**src/rtl/wheel_step_decoder_pkg.sv**
```systemverilog
// wheel_step_decoder_pkg: phase codes, bin_speed layout and magnitude codes shared by the stepper drive and decoder.
package wheel_step_decoder_pkg;
    localparam logic [3:0] PH_IDLE = 4'b0000;
    localparam logic [3:0] PH_0    = 4'b0001;
    localparam logic [3:0] PH_1    = 4'b0010;
    localparam logic [3:0] PH_2    = 4'b0100;
    localparam logic [3:0] PH_3    = 4'b1000;
    localparam int DIR_BIT = 2;
    localparam int MAG_MSB = 1;
    localparam int MAG_LSB = 0;
    localparam logic [1:0] MAG_STOP = 2'd0;
    localparam logic [1:0] MAG_SLOW = 2'd1;
    localparam logic [1:0] MAG_MED  = 2'd2;
    localparam logic [1:0] MAG_FAST = 2'd3;
    typedef enum logic {IDLE, TRACK} state_t;
    // Index of a one-hot phase; meaningless for other patterns.
    function automatic logic [1:0] ph_idx(input logic [3:0] p);
        return {p[3] | p[2], p[3] | p[1]};
    endfunction
endpackage

```
**src/rtl/wheel_step_decoder_if.sv**
```systemverilog
// wheel_step_decoder_if: stepper phase lines in, decoded motion out.
interface wheel_step_decoder_if;
    logic       sem0;
    logic       sem1;
    logic       sem2;
    logic       sem3;
    logic [7:0] tick_count;
    logic [2:0] bin_speed;
    logic       direction;
    logic       step_valid;
    logic       phase_error;
    modport master (
        output sem0, sem1, sem2, sem3,
        input  tick_count, bin_speed, direction, step_valid, phase_error
    );
    modport slave (
        input  sem0, sem1, sem2, sem3,
        output tick_count, bin_speed, direction, step_valid, phase_error
    );
endinterface

```
**src/rtl/wheel_step_decoder_step_period_meter.sv**
```systemverilog
// step_period_meter: saturating inter-step period counter, capture, timeout and speed quantiser.
module step_period_meter
    import wheel_step_decoder_pkg::*;
#(
    parameter int CNT_W   = 24,
    parameter int P_FAST  = 50000,
    parameter int P_MED   = 100000,
    parameter int P_SLOW  = 200000,
    parameter int TIMEOUT = 400000
) (
    input  logic       clk,
    input  logic       rst,
    input  logic       i_step,
    input  logic       i_first,
    input  logic       i_clear,
    input  logic       i_stop,
    input  logic       i_dir,
    output logic [2:0] o_bin_speed
);
    localparam logic [CNT_W-1:0] L_FAST    = CNT_W'(P_FAST);
    localparam logic [CNT_W-1:0] L_MED     = CNT_W'(P_MED);
    localparam logic [CNT_W-1:0] L_SLOW    = CNT_W'(P_SLOW);
    localparam logic [CNT_W-1:0] L_TIMEOUT = CNT_W'(TIMEOUT);
    localparam logic [CNT_W-1:0] L_MAX     = '1;
    logic [CNT_W-1:0] r_cnt, r_cap, w_cnt_next;
    logic             r_pend, r_first, r_dir, w_timeout;
    logic [1:0]       r_mag, w_mag;
    always_comb begin
        w_cnt_next = i_clear ? '0 : i_step ? CNT_W'(1) : r_cnt == L_MAX ? r_cnt : r_cnt + 1'b1;
        w_timeout  = !i_step && w_cnt_next == L_TIMEOUT;
        w_mag      = r_first ? (r_cap <= L_SLOW ? MAG_SLOW : MAG_STOP) :
                     r_cap <= L_FAST ? MAG_FAST :
                     r_cap <= L_MED  ? MAG_MED  :
                     r_cap <= L_SLOW ? MAG_SLOW : MAG_STOP;
    end
    // The capture lands on the step edge; the quantised code follows one edge later.
    always_ff @(posedge clk or posedge rst) begin
        if (rst) begin
            r_cnt   <= '0;
            r_cap   <= '0;
            r_pend  <= 1'b0;
            r_first <= 1'b0;
            r_dir   <= 1'b0;
            r_mag   <= MAG_STOP;
        end else begin
            r_cnt  <= w_cnt_next;
            r_pend <= i_step;
            if (i_step) begin
                r_cap   <= r_cnt;
                r_first <= i_first;
            end
            r_dir <= r_pend ? i_dir : r_dir;
            r_mag <= (i_stop || w_timeout) ? MAG_STOP : r_pend ? w_mag : r_mag;
        end
    end
    assign o_bin_speed[DIR_BIT]         = r_dir;
    assign o_bin_speed[MAG_MSB:MAG_LSB] = r_mag;
endmodule

```
**src/rtl/wheel_step_decoder.sv**
```systemverilog
// wheel_step_decoder: decodes wave-drive stepper phases into step count, direction and speed code.
module wheel_step_decoder
    import wheel_step_decoder_pkg::*;
#(
    parameter int CNT_W   = 24,
    parameter int P_FAST  = 50000,
    parameter int P_MED   = 100000,
    parameter int P_SLOW  = 200000,
    parameter int TIMEOUT = 400000
) (
    input logic           clk,
    input logic           rst,
    wheel_step_decoder_if.slave bus
);
    logic [3:0] r_s1, r_s2;
    state_t     r_state, w_state_next;
    logic [1:0] r_idx, w_idx, w_idx_next;
    logic [7:0] r_tick;
    logic       r_direction, r_step_valid, r_phase_error, r_first;
    logic       w_onehot, w_rev, w_skip, w_step, w_err, w_arm, w_stop;
    logic [2:0] w_bin_speed;
    always_comb begin
        w_onehot     = r_s2 != PH_IDLE && (r_s2 & (r_s2 - 4'd1)) == 4'd0;
        w_idx        = ph_idx(r_s2);
        w_rev        = w_idx == r_idx - 2'd1;
        w_skip       = w_idx == r_idx + 2'd2;
        w_state_next = r_state;
        w_idx_next   = r_idx;
        w_step       = 1'b0;
        w_err        = 1'b0;
        w_arm        = 1'b0;
        w_stop       = 1'b0;
        if (r_state == IDLE) begin
            w_arm        = w_onehot;
            w_err        = !w_onehot && r_s2 != PH_IDLE;
            w_state_next = w_onehot ? TRACK : IDLE;
            w_idx_next   = w_onehot ? w_idx : r_idx;
        end else if (!w_onehot) begin
            w_state_next = IDLE;
            w_stop       = 1'b1;
            w_err        = r_s2 != PH_IDLE;
        end else if (w_idx != r_idx) begin
            w_idx_next = w_idx;
            w_step     = !w_skip;
            w_err      = w_skip;
        end
    end
    always_ff @(posedge clk or posedge rst) begin
        if (rst) begin
            r_s1          <= '0;
            r_s2          <= '0;
            r_state       <= IDLE;
            r_idx         <= '0;
            r_tick        <= '0;
            r_direction   <= 1'b0;
            r_step_valid  <= 1'b0;
            r_phase_error <= 1'b0;
            r_first       <= 1'b0;
        end else begin
            r_s1          <= {bus.sem3, bus.sem2, bus.sem1, bus.sem0};
            r_s2          <= r_s1;
            r_state       <= w_state_next;
            r_idx         <= w_idx_next;
            r_step_valid  <= w_step;
            r_phase_error <= w_err;
            r_first       <= w_arm ? 1'b1 : w_step ? 1'b0 : r_first;
            if (w_step) begin
                r_direction <= w_rev;
                r_tick      <= w_rev ? r_tick - 8'd1 : r_tick + 8'd1;
            end
        end
    end
    step_period_meter #(
        .CNT_W(CNT_W), .P_FAST(P_FAST), .P_MED(P_MED), .P_SLOW(P_SLOW), .TIMEOUT(TIMEOUT)
    ) u_meter (
        .clk(clk),
        .rst(rst),
        .i_step(w_step),
        .i_first(r_first),
        .i_clear(w_arm),
        .i_stop(w_stop),
        .i_dir(r_direction),
        .o_bin_speed(w_bin_speed)
    );
    assign bus.tick_count  = r_tick;
    assign bus.bin_speed   = w_bin_speed;
    assign bus.direction   = r_direction;
    assign bus.step_valid  = r_step_valid;
    assign bus.phase_error = r_phase_error;
endmodule

```
**src/flat_wrapper.sv**
```systemverilog
// flat-port wrapper written by rule: the top's interface ports become plain ports
module wheel_step_decoder_flat import wheel_step_decoder_pkg::*;
#(
    parameter int CNT_W   = 24,
    parameter int P_FAST  = 50000,
    parameter int P_MED   = 100000,
    parameter int P_SLOW  = 200000,
    parameter int TIMEOUT = 400000
)
  (clk, rst, bus_sem0, bus_sem1, bus_sem2, bus_sem3, bus_tick_count, bus_bin_speed, bus_direction, bus_step_valid, bus_phase_error);
  wheel_step_decoder_if bus_i ();
  input logic clk;
  input logic rst;
  input wire logic [$bits(bus_i.sem0)-1:0] bus_sem0;
  input wire logic [$bits(bus_i.sem1)-1:0] bus_sem1;
  input wire logic [$bits(bus_i.sem2)-1:0] bus_sem2;
  input wire logic [$bits(bus_i.sem3)-1:0] bus_sem3;
  output wire logic [$bits(bus_i.tick_count)-1:0] bus_tick_count;
  output wire logic [$bits(bus_i.bin_speed)-1:0] bus_bin_speed;
  output wire logic [$bits(bus_i.direction)-1:0] bus_direction;
  output wire logic [$bits(bus_i.step_valid)-1:0] bus_step_valid;
  output wire logic [$bits(bus_i.phase_error)-1:0] bus_phase_error;
  assign bus_i.sem0 = bus_sem0;
  assign bus_i.sem1 = bus_sem1;
  assign bus_i.sem2 = bus_sem2;
  assign bus_i.sem3 = bus_sem3;
  assign bus_tick_count = bus_i.tick_count;
  assign bus_bin_speed = bus_i.bin_speed;
  assign bus_direction = bus_i.direction;
  assign bus_step_valid = bus_i.step_valid;
  assign bus_phase_error = bus_i.phase_error;
  wheel_step_decoder #(.CNT_W(CNT_W), .P_FAST(P_FAST), .P_MED(P_MED), .P_SLOW(P_SLOW), .TIMEOUT(TIMEOUT)) u_core (.clk(clk), .rst(rst), .bus(bus_i));
endmodule
```
**config.mk**
```make
export PLATFORM = sky130hd
export DESIGN_NAME = wheel_step_decoder_flat
export DESIGN_NICKNAME = d
export VERILOG_FILES = /design/src/rtl/wheel_step_decoder_pkg.sv /design/src/rtl/wheel_step_decoder_if.sv /design/src/rtl/wheel_step_decoder_step_period_meter.sv /design/src/rtl/wheel_step_decoder.sv /design/src/flat_wrapper.sv
export SDC_FILE = /design/constraint.sdc
export NUM_CORES = 1
export LEC_CHECK = 0
export CELL_PAD_IN_SITES_DETAIL_PLACEMENT = 0
export CELL_PAD_IN_SITES_GLOBAL_PLACEMENT = 1
export CORE_MARGIN = 4
export CORE_UTILIZATION = 48
export CTS_BUF_LIST = sky130_fd_sc_hd__clkbuf_8
export DETAILED_ROUTE_END_ITERATION = 7
export PLACE_DENSITY = 0.8
export RECOVER_POWER = 25
export SYNTH_ARGS = -nofsm -noshare
export SYNTH_HDL_FRONTEND = slang
export SYNTH_SLANG_ARGS = --single-unit
```
**constraint.sdc**
```tcl
create_clock -name clk -period 4.4 [get_ports clk]
set_clock_uncertainty 0.1 [all_clocks]
set_input_delay 0.66 -clock clk [delete_from_list [all_inputs] [get_ports clk]]
set_output_delay 0.66 -clock clk [all_outputs]
set_load 0.1 [all_outputs]
```
==> qor.txt <==
Status - complete, no violations
Syn Inst Count - 449
Leakage power - 0.00209 uW
Clk root buf - clkbuf_8
Syn. warnings - 0
Max VDD drop - 0.000457 V
Ys async rst share - 100%
Crit-path max FO - 9
Critical path launch point - u_core.r_idx[0]
Fmax - 321 MHz
Vias in the first global route - 2974
Post-synth top area share - 46.9%
Largest net degree at the start of global routing - 45
Post-synthesis sequential area ratio - 46.9%
Routed Antenna Nets - 0
I/O pin cnt - 20
Hold Crit Class - reg2reg
Total net switching power - 819 uW
R2R setup slack - 1.29 ns
Routability cong. - 0.880
Post-synthesis register bit count - 75
Number of CTS-inserted buffers - 9
Worst rel slew slack - 8.94%
EDFF count, synth - 0
Net Sw Frac - 39.8%
WP data arrival - 3.29 ns
Initial antenna violation count - 0
Fin crit period - 3.11 ns
GRT overflow - 0
CTS tree - yes
Synth Cell Area - 4000 um^2
Row cnt - 33
Cell depth of the worst flop-to-flop path - 14
Crit path to - u_core.bus.tick_count[7]
Syn_nets - 463
Pwr Density - 465 nW/um^2
CTS H-tree depth - 3
Cell Int Power - 1240 uW
Worst-skew pair later-pin latency - 0.34 ns
Max-slew violations - 0
Post-CTS Setup Inserts - 0
Sequential share of power - 42.1%
Final Hold Fails - 0
Hold path depth - 0
Crit start category - register
DRC - 0
RSZ-0062 raised after global routing - false
Critical path class - reg2reg
Clk sinks - 75
Post-DR wirelength/cell - 15.3 um
Slew of the pin with the lowest slew margin - 1.36 ns
Worst r2r dst - u_core.bus.tick_count[7]
CTS max path bufs - 2
GRT Total Usage - 19.2%
Diode count - 0
First-pass detailed-route iteration total - 4
Synth area leaders - dfrtp_1 (47%), nand2_1 (8.7%), nor2_1 (3.9%)
Fillers - 775
Drt total wl - 8.67 mm
Top FF cell, synth - dfrtp_1
Die area - 9860 um^2
DP HPWL - 6.12 mm
Final Cell Area - 4420 um^2
Clock slew at reported path FFs - 0.08 ns
Met3 Use GR - 4.07%
Chip width - 99.3 um
Comb power frac - 33.0%
# hold bufs at CTS - 0
Clk pwr share - 24.8%
Initial core utilization - 48.9%
# setup viols final - 0
Max_cap viols - 0
Final period util - 70.8%
Synthesized area per cell - 8.91 um^2
Initial drt markers - 205
Global-route wire length before repair - 15.2 mm
Grt met2 use - 28.2%
Via Count - 3122
Final nets - 471
Post-cts resize count - 0
Ratio of cells with drive above 1 in the final layout - 6.49%
Post-placement cell area - 4230 um^2
Setup TNS - 0 ns
Layout Area Growth over Synthesis - 10.5%
Vias per cell - 5.51
Required time worst endpoint - 4.57 ns
Most used routing layer - met1
Die Ht - 99.3 um
IO Port Bufs - 19
Grt met1 use - 29.1%
CP Capture Type - register
Synth cell types - 61
Biggest area consumer among synthesized cells - dfrtp_1
Reg-to-Reg Start - u_core.r_idx[0]
Total core area - 8180 um^2
-- flip-flops by register name, indices dropped and copies added, names as in the netlist --
name,count
u_core.r_idx,2
u_core.u_meter.r_cap,24
u_core.u_meter.r_dir,1
u_core.u_meter.r_mag,2
u_core.r_s1,4
u_core.bus.phase_error,1
u_core.r_first,1
u_core.r_s2,4
u_core.u_meter.r_first,1
u_core.bus.tick_count,8
u_core.u_meter.r_cnt,24
u_core.r_state,1
u_core.bus.direction,1
u_core.bus.step_valid,1
-- logic make-up after synthesis --
group | count (synthesis) | synth area share (%)
flip-flops | 75 | 46.9
multiplexers | 3 | 0.813
AO/OA/AOI/OAI | 78 | 12.5
AND/OR/NAND/NOR | 220 | 26.8
buffers and inverters | 37 | 4.07
adder cells (fa/ha/maj) | 9 | 2.97
XOR/XNOR | 27 | 5.91
-- Yosys cell counts, drive strengths merged (4+ instances only) --
master	instances
a31oi	7
clkbuf	13
dfrtp	75
nand4	12
inv	10
a21o	6
buf	14
a211oi	4
and3	9
a21oi	23
xnor2	18
nand2b	5
nor2	42
ha	7
o21ai	17
nor4	7
nand2	94
nor2b	7
nor3	11
nand3	18
xor2	9
-- metrics by stage --
step | worst slack, ns | hold WS (ns) | std cells | total power, uW | utilization (%)
2_1_floorplan | 1.18 | 0.231 | 449 | 1410 | -
3_3_place_gp | 1.41 | 0.232 | 551 | 1550 | 51.8
3_5_place_dp | 1.33 | 0.239 | 551 | 1560 | 51.8
4_1_cts | 1.29 | 0.261 | 567 | 2070 | 54.1
5_1_grt | 0.875 | 0.282 | 567 | 2180 | 54.1
6_report | 1.29 | 0.262 | 567 | 2060 | 54.1
-- cells in the final DEF (no fill, tap or decap), types with 6 or more instances in the layout --
| master | Yosys | routed |
|---|---|---|
| a21oi_1 | 23 | 23 |
| and3_1 | 9 | 9 |
| xor2_1 | 9 | 9 |
| o21ai_0 | 14 | 14 |
| nor2_1 | 42 | 42 |
| nor2b_1 | 7 | 7 |
| nand2_1 | 93 | 93 |
| nand3_1 | 17 | 17 |
| nand4_1 | 11 | 11 |
| clkbuf_8 | 0 | 9 |
| ha_1 | 7 | 7 |
| inv_1 | 10 | 13 |
| clkdlybuf4s50_1 | 0 | 14 |
| a21o_1 | 6 | 6 |
| a31oi_1 | 7 | 7 |
| nor3_1 | 10 | 10 |
| dfrtp_1 | 75 | 75 |
| xnor2_1 | 18 | 18 |
-- cell type report --
class | instances | area (um^2) | area share, %
clock inverter | 7 | 62.6 | 1.42
inverter | 10 | 37.5 | 0.849
multi-input combinational | 337 | 1960 | 44.4
tap | 105 | 131 | 2.97
timing repair buffer | 24 | 228 | 5.15
sequential | 75 | 1880 | 42.5
clock buffer | 9 | 124 | 2.80
-- worst max-delay path: stages (launching register included) --
cell	delay (ns)
dfrtp_1	0.50
inv_1	0.16
nor4_1	0.28
a21oi_1	0.07
o32ai_1	0.13
buf_4	0.21
ha_1	0.24
a21o_1	0.17
a21oi_1	0.20
nor2b_1	0.07
o21a_1	0.19
o41ai_1	0.34
nor3_1	0.10
a21oi_1	0.16
xnor2_1	0.13
-- worst min-delay path by stage --
stage              startpoint        endpoint  slack, ns
5_1_grt        u_core.r_s1[2]  u_core.r_s2[2]       0.28
2_1_floorplan  u_core.r_s1[0]  u_core.r_s2[0]       0.23
4_1_cts        u_core.r_s1[3]  u_core.r_s2[3]       0.26
6_report       u_core.r_s1[1]  u_core.r_s2[1]       0.26
3_3_place_gp   u_core.r_s1[3]  u_core.r_s2[3]       0.23
3_5_place_dp   u_core.r_s1[2]  u_core.r_s2[2]       0.24
-- power groups by stage --
stage	logic [uW]	registers (uW)	clock network, uW
after floorplan	314	1100	0
after global placement	674	877	0
after detailed placement	682	879	0
after CTS	684	865	523
after global routing	737	882	563
final	679	866	511
-- layer usage --
metal / vias up / share of wire, % / wire, um
met4: 0 / 0.83 / 72
met2: 79 / 45 / 3920
met5: - / 0 / 0
met1: 1477 / 49 / 4220
met3: 7 / 5.2 / 455
li1: 1559 / - / -
No activity file was read; power rests on OpenSTA's default activity.
